### src/rtl/rll_key_loader.sv
// rll_key_loader: bit-serial key delivery for a random-logic-locked netlist.
// Collects KEY_WIDTH key bits plus one even-parity bit over a valid/ready
// handshake, then drives the real key on key_out only after a parity-correct
// load. Consecutive parity failures are counted; reaching MAX_FAILS enters a
// sticky lockout that only rst clears.
//
// Ports:
//   clk_i-less naming kept as given: clk, rst (async, active-high)
//   load_start  : one-cycle pulse, begins/restarts a load
//   sdi_valid   : serial bit present on sdi
//   sdi         : serial bit, key LSB first, then parity
//   sdi_ready   : block accepts sdi this cycle
//   key_out     : parallel key, bit i feeds keyIn_0_i (decoy unless ACTIVE)
//   key_active  : key_out carries the loaded key
//   load_done   : pulse on parity-correct completion
//   load_err    : pulse on parity mismatch
//   locked_out  : sticky lockout indicator
//   fail_cnt    : consecutive failure count
module rll_key_loader #(
    parameter int unsigned            KEY_WIDTH = 16,
    parameter logic [KEY_WIDTH-1:0]   DECOY_KEY = '0,
    parameter int unsigned            MAX_FAILS = 3,
    parameter int unsigned            FAIL_W    = 4
) (
    input  logic                 clk,
    input  logic                 rst,
    input  logic                 load_start,
    input  logic                 sdi_valid,
    input  logic                 sdi,
    output logic                 sdi_ready,
    output logic [KEY_WIDTH-1:0] key_out,
    output logic                 key_active,
    output logic                 load_done,
    output logic                 load_err,
    output logic                 locked_out,
    output logic [FAIL_W-1:0]    fail_cnt
);

    localparam int unsigned CNT_W = (KEY_WIDTH > 1) ? $clog2(KEY_WIDTH) : 1;

    typedef enum logic [2:0] {
        S_IDLE    = 3'd0,
        S_SHIFT   = 3'd1,
        S_PARITY  = 3'd2,
        S_ACTIVE  = 3'd3,
        S_LOCKOUT = 3'd4
    } state_t;

    state_t                 state_q, state_d;
    logic                   rst_meta_q, rst_sync_q;
    logic [KEY_WIDTH-1:0]   shift_q, shift_d;
    logic [CNT_W-1:0]       cnt_q, cnt_d;
    logic                   par_q, par_d;
    logic [FAIL_W-1:0]      fail_q, fail_d;
    logic                   sdi_ready_q, sdi_ready_d;
    logic [KEY_WIDTH-1:0]   key_out_q, key_out_d;
    logic                   key_active_q, key_active_d;
    logic                   load_done_q, load_done_d;
    logic                   load_err_q, load_err_d;
    logic                   locked_out_q, locked_out_d;

    logic                   xfer_c;
    logic                   restart_c;
    logic                   last_bit_c;
    logic                   par_ok_c;
    logic [FAIL_W-1:0]      fail_inc_c;

    // Reset asserts asynchronously and releases on a clock edge.
    always_ff @(posedge clk or posedge rst) begin
        if (rst) begin
            rst_meta_q <= 1'b1;
            rst_sync_q <= 1'b1;
        end else begin
            rst_meta_q <= 1'b0;
            rst_sync_q <= rst_meta_q;
        end
    end

    assign xfer_c     = sdi_valid & sdi_ready_q;
    assign restart_c  = load_start & (state_q != S_LOCKOUT);
    assign last_bit_c = (cnt_q == CNT_W'(KEY_WIDTH - 1));
    assign par_ok_c   = (sdi == par_q);
    assign fail_inc_c = fail_q + FAIL_W'(1);

    // State register.
    always_ff @(posedge clk or posedge rst_sync_q) begin
        if (rst_sync_q) state_q <= S_IDLE;
        else            state_q <= state_d;
    end

    // Next-state logic; load_start has priority over a same-cycle transfer.
    always_comb begin
        state_d = state_q;
        case (state_q)
            S_IDLE, S_ACTIVE: begin
                if (load_start) state_d = S_SHIFT;
            end
            S_SHIFT: begin
                if (load_start)                state_d = S_SHIFT;
                else if (xfer_c && last_bit_c) state_d = S_PARITY;
            end
            S_PARITY: begin
                if (load_start) begin
                    state_d = S_SHIFT;
                end else if (xfer_c) begin
                    if (par_ok_c)                                state_d = S_ACTIVE;
                    else if (fail_inc_c == FAIL_W'(MAX_FAILS))   state_d = S_LOCKOUT;
                    else                                         state_d = S_IDLE;
                end
            end
            S_LOCKOUT: state_d = S_LOCKOUT;
            default:   state_d = S_IDLE;
        endcase
    end

    // Output logic: registered outputs follow the next state so they line up
    // with the state they describe.
    always_comb begin
        sdi_ready_d  = (state_d == S_SHIFT) || (state_d == S_PARITY);
        key_active_d = (state_d == S_ACTIVE);
        locked_out_d = (state_d == S_LOCKOUT);
        load_done_d  = (state_q == S_PARITY) && !load_start && xfer_c && par_ok_c;
        load_err_d   = (state_q == S_PARITY) && !load_start && xfer_c && !par_ok_c;
        key_out_d    = DECOY_KEY;
        if (state_d == S_ACTIVE) begin
            key_out_d = (state_q == S_PARITY) ? shift_q : key_out_q;
        end
    end

    // Datapath next values: shift register, bit counter, parity, fail counter.
    always_comb begin
        shift_d = shift_q;
        cnt_d   = cnt_q;
        par_d   = par_q;
        fail_d  = fail_q;
        if (restart_c) begin
            shift_d = '0;
            cnt_d   = '0;
            par_d   = 1'b0;
        end else if (xfer_c && (state_q == S_SHIFT)) begin
            shift_d[cnt_q] = sdi;
            par_d          = par_q ^ sdi;
            cnt_d          = last_bit_c ? '0 : cnt_q + CNT_W'(1);
        end else if (xfer_c && (state_q == S_PARITY)) begin
            if (par_ok_c)                          fail_d = '0;
            else if (fail_q < FAIL_W'(MAX_FAILS))  fail_d = fail_inc_c;
        end
    end

    // Datapath and output registers.
    always_ff @(posedge clk or posedge rst_sync_q) begin
        if (rst_sync_q) begin
            shift_q      <= '0;
            cnt_q        <= '0;
            par_q        <= 1'b0;
            fail_q       <= '0;
            sdi_ready_q  <= 1'b0;
            key_out_q    <= DECOY_KEY;
            key_active_q <= 1'b0;
            load_done_q  <= 1'b0;
            load_err_q   <= 1'b0;
            locked_out_q <= 1'b0;
        end else begin
            shift_q      <= shift_d;
            cnt_q        <= cnt_d;
            par_q        <= par_d;
            fail_q       <= fail_d;
            sdi_ready_q  <= sdi_ready_d;
            key_out_q    <= key_out_d;
            key_active_q <= key_active_d;
            load_done_q  <= load_done_d;
            load_err_q   <= load_err_d;
            locked_out_q <= locked_out_d;
        end
    end

    assign sdi_ready  = sdi_ready_q;
    assign key_out    = key_out_q;
    assign key_active = key_active_q;
    assign load_done  = load_done_q;
    assign load_err   = load_err_q;
    assign locked_out = locked_out_q;
    assign fail_cnt   = fail_q;

endmodule
### config.mk
export PLATFORM = sky130hd
export DESIGN_NAME = rll_key_loader
export DESIGN_NICKNAME = d
export VERILOG_FILES = /design/src/rtl/rll_key_loader.sv
export SDC_FILE = /design/constraint.sdc
export NUM_CORES = 1
export LEC_CHECK = 0
export BUFFER_PORTS_ARGS = -buffer_cell sky130_fd_sc_hd__buf_2
export CORE_MARGIN = 2
export CORE_UTILIZATION = 45
export CTS_CLUSTER_SIZE = 25
export DETAILED_ROUTE_END_ITERATION = 10
export GPL_ROUTABILITY_DRIVEN = 1
export MAX_ROUTING_LAYER = met4
export PLACE_DENSITY_LB_ADDON = 0.15
export SYNTH_ARGS = -nofsm -noshare
export SYNTH_HDL_FRONTEND = slang
export SYNTH_SLANG_ARGS = --single-unit
### constraint.sdc
create_clock -name clk -period 1.7 [get_ports clk]
set_clock_uncertainty 0.05 [all_clocks]
set_input_delay 0 -clock clk [delete_from_list [all_inputs] [get_ports clk]]
set_output_delay 0 -clock clk [all_outputs]
set_load 0.01 [all_outputs]
Word-level counts from Yosys, hierarchy flattened
Index checks and enable logic that the tools add are counted.
- add/sub/neg operators: 2
- magnitude comparators: 3
- equality and inequality tests: 13
- mux-type cells: 22
- bitwise operators: 5
- reductions and logical operators: 16
- operators with widths (kind ; count):
    $mux W16 ; 4
    $mux W3 ; 7
    $mux W4 ; 5
    $bwmux W16 ; 1
    $eq A3 B2 Y1 const B ; 4
    $pmux W3 S4 ; 1
    $add A4 B1 Y4 const B ; 2
    $logic_and A1 B1 Y1 ; 8
    $eq A3 B1 Y1 const B ; 2
    $eq A3 B3 Y1 const B ; 2
    $lt A4 B5 Y1 const B ; 1
    $demux W1 S4 ; 1
    $eq A4 B2 Y1 const B ; 1
    $eq A4 B4 Y1 const B ; 1
    $ge A4 B1 Y1 const B ; 1
    $lt A4 B2 Y1 const B ; 1
    $reduce_and A4 Y1 ; 1
    $reduce_bool A2 Y1 ; 2
    $logic_not A3 Y1 ; 1
    $mux W1 ; 3
    $ne A3 B3 Y1 const B ; 1
    $and A1 B1 Y1 ; 2
    $logic_not A1 Y1 ; 2
    $ne A2 B1 Y1 const B ; 1
    other kinds (5) ; 6
- register bits: 51
- input bits: 5
- output and inout bits: 25
- word-level logic and storage cells: 74

Longest topological paths before layout
Gate-level depths: netlist of the first run.
- depth in word-level cells: 9
- depth in mapped cells: 8
- mapped depth without buffers: 6

Worst setup path after synthesis of the first run
OpenSTA, ideal clock, no wires.
- path type: register to register
- start point: register state_q[2]
- end point: register key_out_q[0], in the netlist key_out[0]
- library setup time: 0.073 ns
- arrival: 1.975 ns
- data required time: 1.577 ns
- slack: -0.398 ns
- stages on the path, launching flop included: 9
- path buffers: 4
- period minus slack after synthesis: 2.098 ns
- cell sequence: dfrtp_1 -> buf_6 -> or3b_1 -> buf_2 -> or3_1 -> a311o_1 -> buf_6 -> buf_6 -> a21oi_2
- longest elaborated chain between the ends: 5
- elaborated cells between the ends (all ways): 15
- those cells by class: eq/ne (6); mux (7); reduce/logical (2)
- RTL lines (element ; RTL line ; source):
    start, declared ; 49 ; state_t state_q, state_d;
    start signal, assigned ; 88 ; else state_q <= state_d;
    $eq A3 B2 Y1, or another cell as far along ; 94 ; case (state_q)
    $reduce_or A2 Y1, or another cell as far along ; 94 ;
    $pmux W3 S4 ; 94 ;
    $eq A3 B2 Y1 ; 125 ; if (state_d == S_ACTIVE) begin
    $ne A2 B1 Y1 (no source line) or $mux W16 (tied branches) ; n/a ;
    end signal, assigned ; 169 ; key_out_q <= key_out_d;
    end, declared ; 56 ; logic [KEY_WIDTH-1:0] key_out_q, key_out_d;
Several ways; a longest one is shown, not always the timed one.
A chain may end at the register's enable or synchronous reset.

Final worst setup path of the first run
- start point: register state_q[1]
- end point: register key_out_q[9], in the netlist key_out[9]
The elaborated chain is that of the path after synthesis.

==> results.json, run 1 <==
{
  "syn_avg_cell_area_um2": 9.84,
  "postLayoutCellArea_um2": 3230,
  "grt_pass1_vias": 1861,
  "drt_iter0_drc": 180,
  "die_x_um": 77.7,
  "power_leakage_nw": 1.37,
  "drive_gt1_frac": 0.359,
  "root_buffer": "clkbuf_8",
  "violations": "negative setup slack",
  "ys_types": 35,
  "drc_errors": 0,
  "netlist_instances": 248,
  "setup_viol": 18,
  "grt_pass1_wl_um": 8790,
  "wl_per_cell_um": 15.2,
  "grt_max_degree": 29,
  "met3_usage": 0.0326,
  "synth_top_cell_by_area": "dfrtp_1",
  "synthToLayoutAreaGrowth_pct": 32.4,
  "fin_cells": 368,
  "dieArea_um2": 6030,
  "ys_seq_area_frac": 0.524,
  "syn-num-nets": 259,
  "drtPass1Iterations": 4,
  "fin_total_pwr_mw": 2.25,
  "place_area_um2": 2800,
  "grtUsageMet1": 0.265,
  "gp_congestion": 0.820,
  "ys_ff_latch": 51,
  "grt-ovfl-total": 0,
  "critPathArrivalTime_ns": 2.05,
  "slew_viol_final": 0,
  "antenna_found_initial": 0,
  "cap_violations": 0,
  "required_ns": 1.87,
  "num_rows": 26,
  "die_h_um": 77.7,
  "vdd_drop_max_v": 0.000582,
  "synth_top_area_share": 0.502,
  "htreeDepth": 2,
  "cts_tree": "yes",
  "use_met2": 0.284,
  "clk_path_buf_depth": 2,
  "vias": 1936,
  "worstSkewPairLatency_ns": 0.29,
  "synth_top_cells_by_area": "dfrtp_1 50%, nand2_1 6.5%, mux2i_1 4.9%",
  "final.period_utilization": 1.10,
  "final_core_util": 0.625,
  "status": "finished with violations",
  "synth_warnings": 0,
  "start_kind": "register",
  "totalWireLength_um": 5600,
  "fin_setup_tns_ns": -2.77,
  "drt-vias-per-instance": 5.26,
  "io_buffer_count": 29,
  "fin_ws_ns": -0.176,
  "post-route-min-period_ns": 1.88,
  "min_path_type": "in2reg",
  "fmax_ghz": 0.533,
  "busiest_layer": "met2",
  "power_density_nw_per_um2": 696,
  "io_pins": 30,
  "cts_buffers": 5,
  "path_class": "reg2reg",
  "layout.nets": 308,
  "antenna_left": 0,
  "end_kind": "register",
  "placed_cells": 355,
  "clock_sinks": 51,
  "path_clk_slew_ns": 0.09,
  "crit_path_max_fanout": 17,
  "num_antenna_cells": 0,
  "holdWs_ns": 0.115,
  "hold_viol": 0,
  "syn_area_um2": 2440,
  "rsz0062_at_grt": "true",
  "dp_hpwl_um": 3510,
  "initial_utilization": 0.472,
  "grtUsageTotal": 0.190,
  "dp_slack_ns": -0.165,
  "core_area_um2": 5170
}
-- metal layers --
metal	part of all wire	wire length, um
met3	0.035	197
met5	0	0
met1	0.48	2670
met4	0.016	91
met2	0.47	2640
-- registers in the layout, summed over array words and instances (netlist names) --
name and flops:
key_out 16, shift_q 16, cnt_q 4, fail_cnt 4, state_q 3, key_active 1, load_done 1, load_err 1
locked_out 1, par_q 1, rst_meta_q 1, rst_sync_q 1, sdi_ready 1
-- layout make-up --
| class | instances | area [um^2] |
|---|---|---|
| inverters | 7 | 26.3 |
| multi-input cells | 173 | 1300 |
| repair buffers | 59 | 434 |
| well taps | 70 | 87.6 |
| clock inverters | 1 | 30.0 |
| fillers | 440 | 1940 |
| clock buffers | 7 | 76.3 |
| flip-flops and latches | 51 | 1280 |
-- cells by family (layout without fill, tap and decap cells) --
group                      Yosys count  count (layout)  synth area share
xor gates and xnor gates             7               7            0.0251
adders and majority gates            6               6            0.0308
and+or+nand+nor                    106             106             0.207
muxes                               12              12            0.0492
AOI/OAI and AO/OA                   41              41             0.116
other                                1               1           0.00154
buffers and inverters               24              74            0.0466
DFF                                 51              51             0.524
-- path summary, 6_finish.rpt --
| path | start | endpoint | slack [ns] | cells after the start |
|---|---|---|---|---|
| max | state_q[1] | key_out[9] | -0.18 | 5 |
| min | sdi_valid | state_q[0] | 0.12 | 4 |
| max reg2reg | state_q[1] | key_out[9] | -0.18 | 5 |
| min reg2reg | rst_sync_q | key_out[13] | 0.22 | 1 |
| max in group asynchronous | rst_sync_q | key_out[7] | 0.86 | 2 |
| min in group asynchronous | rst | rst_meta_q | 0.22 | 3 |
-- layout by cell type, fill, tap and decap left out, drive strengths merged, types with 5 or more instances in the layout --
cell type / count
inv: 7
o41ai: 5
nand3: 11
mux2i: 12
a21oi: 25
nand2: 42
clkbuf: 7
dfrtp: 49
buf: 57
nor3b: 5
ha: 6
nor3: 6
nor2: 19
nor4: 9
-- critical path: stages (launching register included) --
cell and delay, ns:
dfrtp_1 0.42, or3b_4 0.40, or3_4 0.33, a311o_1 0.31
buf_12 0.17, a21oi_2 0.11
-- synthesized netlist by cell type --
cell type and instances:
a211o_1 1, a21oi_1 16, a21oi_2 9, a311o_1 1, a31o_2 2, and2_1 2
and4b_1 1, buf_2 1, buf_6 3, clkbuf_1 13, conb_1 1, dfrtp_1 49
dfstp_2 2, ha_1 6, inv_1 7, mux2i_1 12, nand2_1 42, nand2b_1 4
nand3_1 11, nand4_1 1, nand4b_1 1, nor2_1 19, nor2b_1 3, nor3_1 6
nor3b_1 5, nor4_1 9, o211ai_1 1, o21ai_0 4, o21ba_2 1, o31ai_1 1
o41ai_1 5, or3_1 1, or3b_1 1, xnor2_1 3, xor2_1 4
-- power by group --
part | internal (mW) | total, mW | switching (mW)
clock network | 0.441 | 0.819 | 0.378
registers | 1.22 | 1.23 | 0.00595
logic | 0.0797 | 0.202 | 0.122
-- repair_timing --
item | 4_1_cts | 5_1_grt
buffers inserted | 1 | 1
resized for setup | 3 | 50
cloned | 0 | 1
setup endpoints to repair | 18 | 33
hold buffers | 2 | 0
endpoints found under the hold margin | 5 | 0
pin swaps | 0 | 12
No activity file was read; power rests on OpenSTA's default activity.
==> run 2: changes to the inputs <==
==> constraint.sdc (replaced) <==
create_clock -name clk -period 1.7 [get_ports clk]
set_clock_uncertainty 0.05 [all_clocks]
set_input_delay 0 -clock clk [delete_from_list [all_inputs] [get_ports clk]]
set_output_delay 0 -clock clk [all_outputs]
set_load 0.1 [all_outputs]
==> results.json, run 2 (same netlist as run 1, synthesis figures left out) <==
{
  "drt-vias-per-instance": 5.21,
  "grt_pass1_wl_um": 9550,
  "r2r_slack_ns": -0.14,
  "dp_slack_ns": -0.144,
  "clk_path_buf_depth": 2,
  "totalWireLength_um": 5610,
  "min_path_type": "in2reg",
  "worstSkewPairLatency_ns": 0.31,
  "cp_top_family": "simple AND/OR/NAND/NOR gates",
  "cts_buffers": 5,
  "hold_depth": 4,
  "grt-ovfl-total": 0,
  "drtPass1Iterations": 4,
  "drt_iter0_drc": 150,
  "path_clk_slew_ns": 0.10,
  "power_leakage_nw": 1.40,
  "io_pins": 30,
  "num_antenna_cells": 0,
  "core_area_um2": 5170,
  "worstRegToRegCells": 5,
  "fin_ws_ns": -0.144,
  "hold_viol": 0,
  "layout.nets": 317,
  "p_seq_frac": 0.572,
  "final_cell_mix": "45 x dfrtp_1, 42 x nand2_1, 29 x buf_2, 27 x buf_4, 19 x nor2_1",
  "vdd_drop_max_v": 0.000352,
  "p_sw_frac": 0.255,
  "cts_tree": "yes",
  "end_kind": "register",
  "r2r-end": "key_out[14]",
  "htreeDepth": 2,
  "num_rows": 26,
  "root_buffer": "clkbuf_8",
  "rsz0062_at_grt": "true",
  "io_buffer_count": 29,
  "antenna_left": 0,
  "crit_slowest_cell": "dfrtp_1",
  "status": "finished with violations",
  "die_x_um": 77.7,
  "grt_pass1_vias": 1903,
  "post-route-min-period_ns": 1.84,
  "dieArea_um2": 6030,
  "antenna_found_initial": 0,
  "setup_viol": 32,
  "path_class": "reg2reg",
  "final_common_cell": "dfrtp_1",
  "p_switching_uw": 548,
  "hold_path_startpoint": "sdi_valid",
  "synthToLayoutAreaGrowth_pct": 37.8,
  "violations": "negative setup slack",
  "p_int_mw": 1.60,
  "die_h_um": 77.7,
  "path_buf_inv": 1,
  "crit_chain": "or3b_4 -> or3_4 -> a311o_1 -> buf_12 -> a21oi_1",
  "start_kind": "register",
  "final.period_utilization": 1.08,
  "initial_utilization": 0.472,
  "crit_path_max_incr_delay_ns": 0.39,
  "grtUsageTotal": 0.206,
  "grt_max_degree": 50,
  "required_ns": 1.90,
  "power_density_nw_per_um2": 640,
  "wl_per_cell_um": 14.9,
  "fmax_ghz": 0.542,
  "drc_errors": 0,
  "power_frac_comb": 0.101,
  "clockPowerShare": 0.327,
  "dp_hpwl_um": 3520,
  "cap_violations": 0,
  "vias": 1966,
  "r2r-start": "state_q[0]",
  "gp_congestion": 0.857,
  "drive_gt1_frac": 0.410,
  "fin_setup_tns_ns": -2.86,
  "holdPathEnd": "state_q[0]",
  "critPathArrivalTime_ns": 2.04,
  "clock_sinks": 51,
  "crit_path_max_fanout": 17,
  "slew_viol_final": 0
}
run 2: layer usage:
layer  vias to the layer above  share of wire  global-route usage
met5                         -              0                   -
met4                         0          0.010              0.0536
met3                         5          0.041              0.0419
met2                        34           0.46               0.308
met1                       964           0.48               0.288
li1                        963              -                   -
run 2: what timing repair did:
item,CTS,global route
endpoints found under the hold margin,4,0
pin swaps,0,10
resized for setup,6,24
hold buffers,2,0
endpoints found under the setup margin,19,39
buffers inserted,2,8
run 2: power groups by stage:
stage	logic (mW)	registers (mW)	clock network, mW
5_1_grt	0.236	1.23	0.782
2_1_floorplan	0.110	1.26	0
3_5_place_dp	0.178	1.25	0
4_1_cts	0.182	1.23	0.719
6_report	0.217	1.23	0.704
3_3_place_gp	0.176	1.25	0
run 2: cell type report:
type	instances	area, um^2
multi-input combinational	173	1340
clock buffer	5	68.8
sequential	51	1290
tap	70	87.6
fill	416	1810
timing repair buffer	68	533
inverter	7	26.3
clock inverter	3	20.0
run 2: per-stage QoR:
stage          cells   util  power [mW]  area (um^2)  hold WS, ns
3_5_place_dp     357  0.581        1.43         3010      -0.0207
2_1_floorplan    248      -        1.37         2640       -0.139
5_1_grt          377  0.650        2.25         3360        0.117
4_1_cts          369  0.610        2.13         3160       0.0722
6_report         377  0.650        2.15         3360       0.0880
3_3_place_gp     357  0.581        1.43         3010      -0.0298
run 2: worst reg2reg max path: cells and delay by family, from the launching register on:
family	cells	cell delay [ns]
and+or+nand+nor	2	0.73
AOI/OAI and AO/OA	2	0.43
DFF	1	0.39
buffers and inverters	1	0.18
run 2: worst max path at each step:
stage	depth (start not counted)	endpoint	start
after floorplan	8	key_out[0]	state_q[2]
after global placement	5	key_out[8]	state_q[2]
after detailed placement	5	key_out[11]	state_q[2]
after CTS	5	key_out[9]	state_q[0]
after global routing	5	key_out[0]	state_q[0]
final	5	key_out[14]	state_q[0]
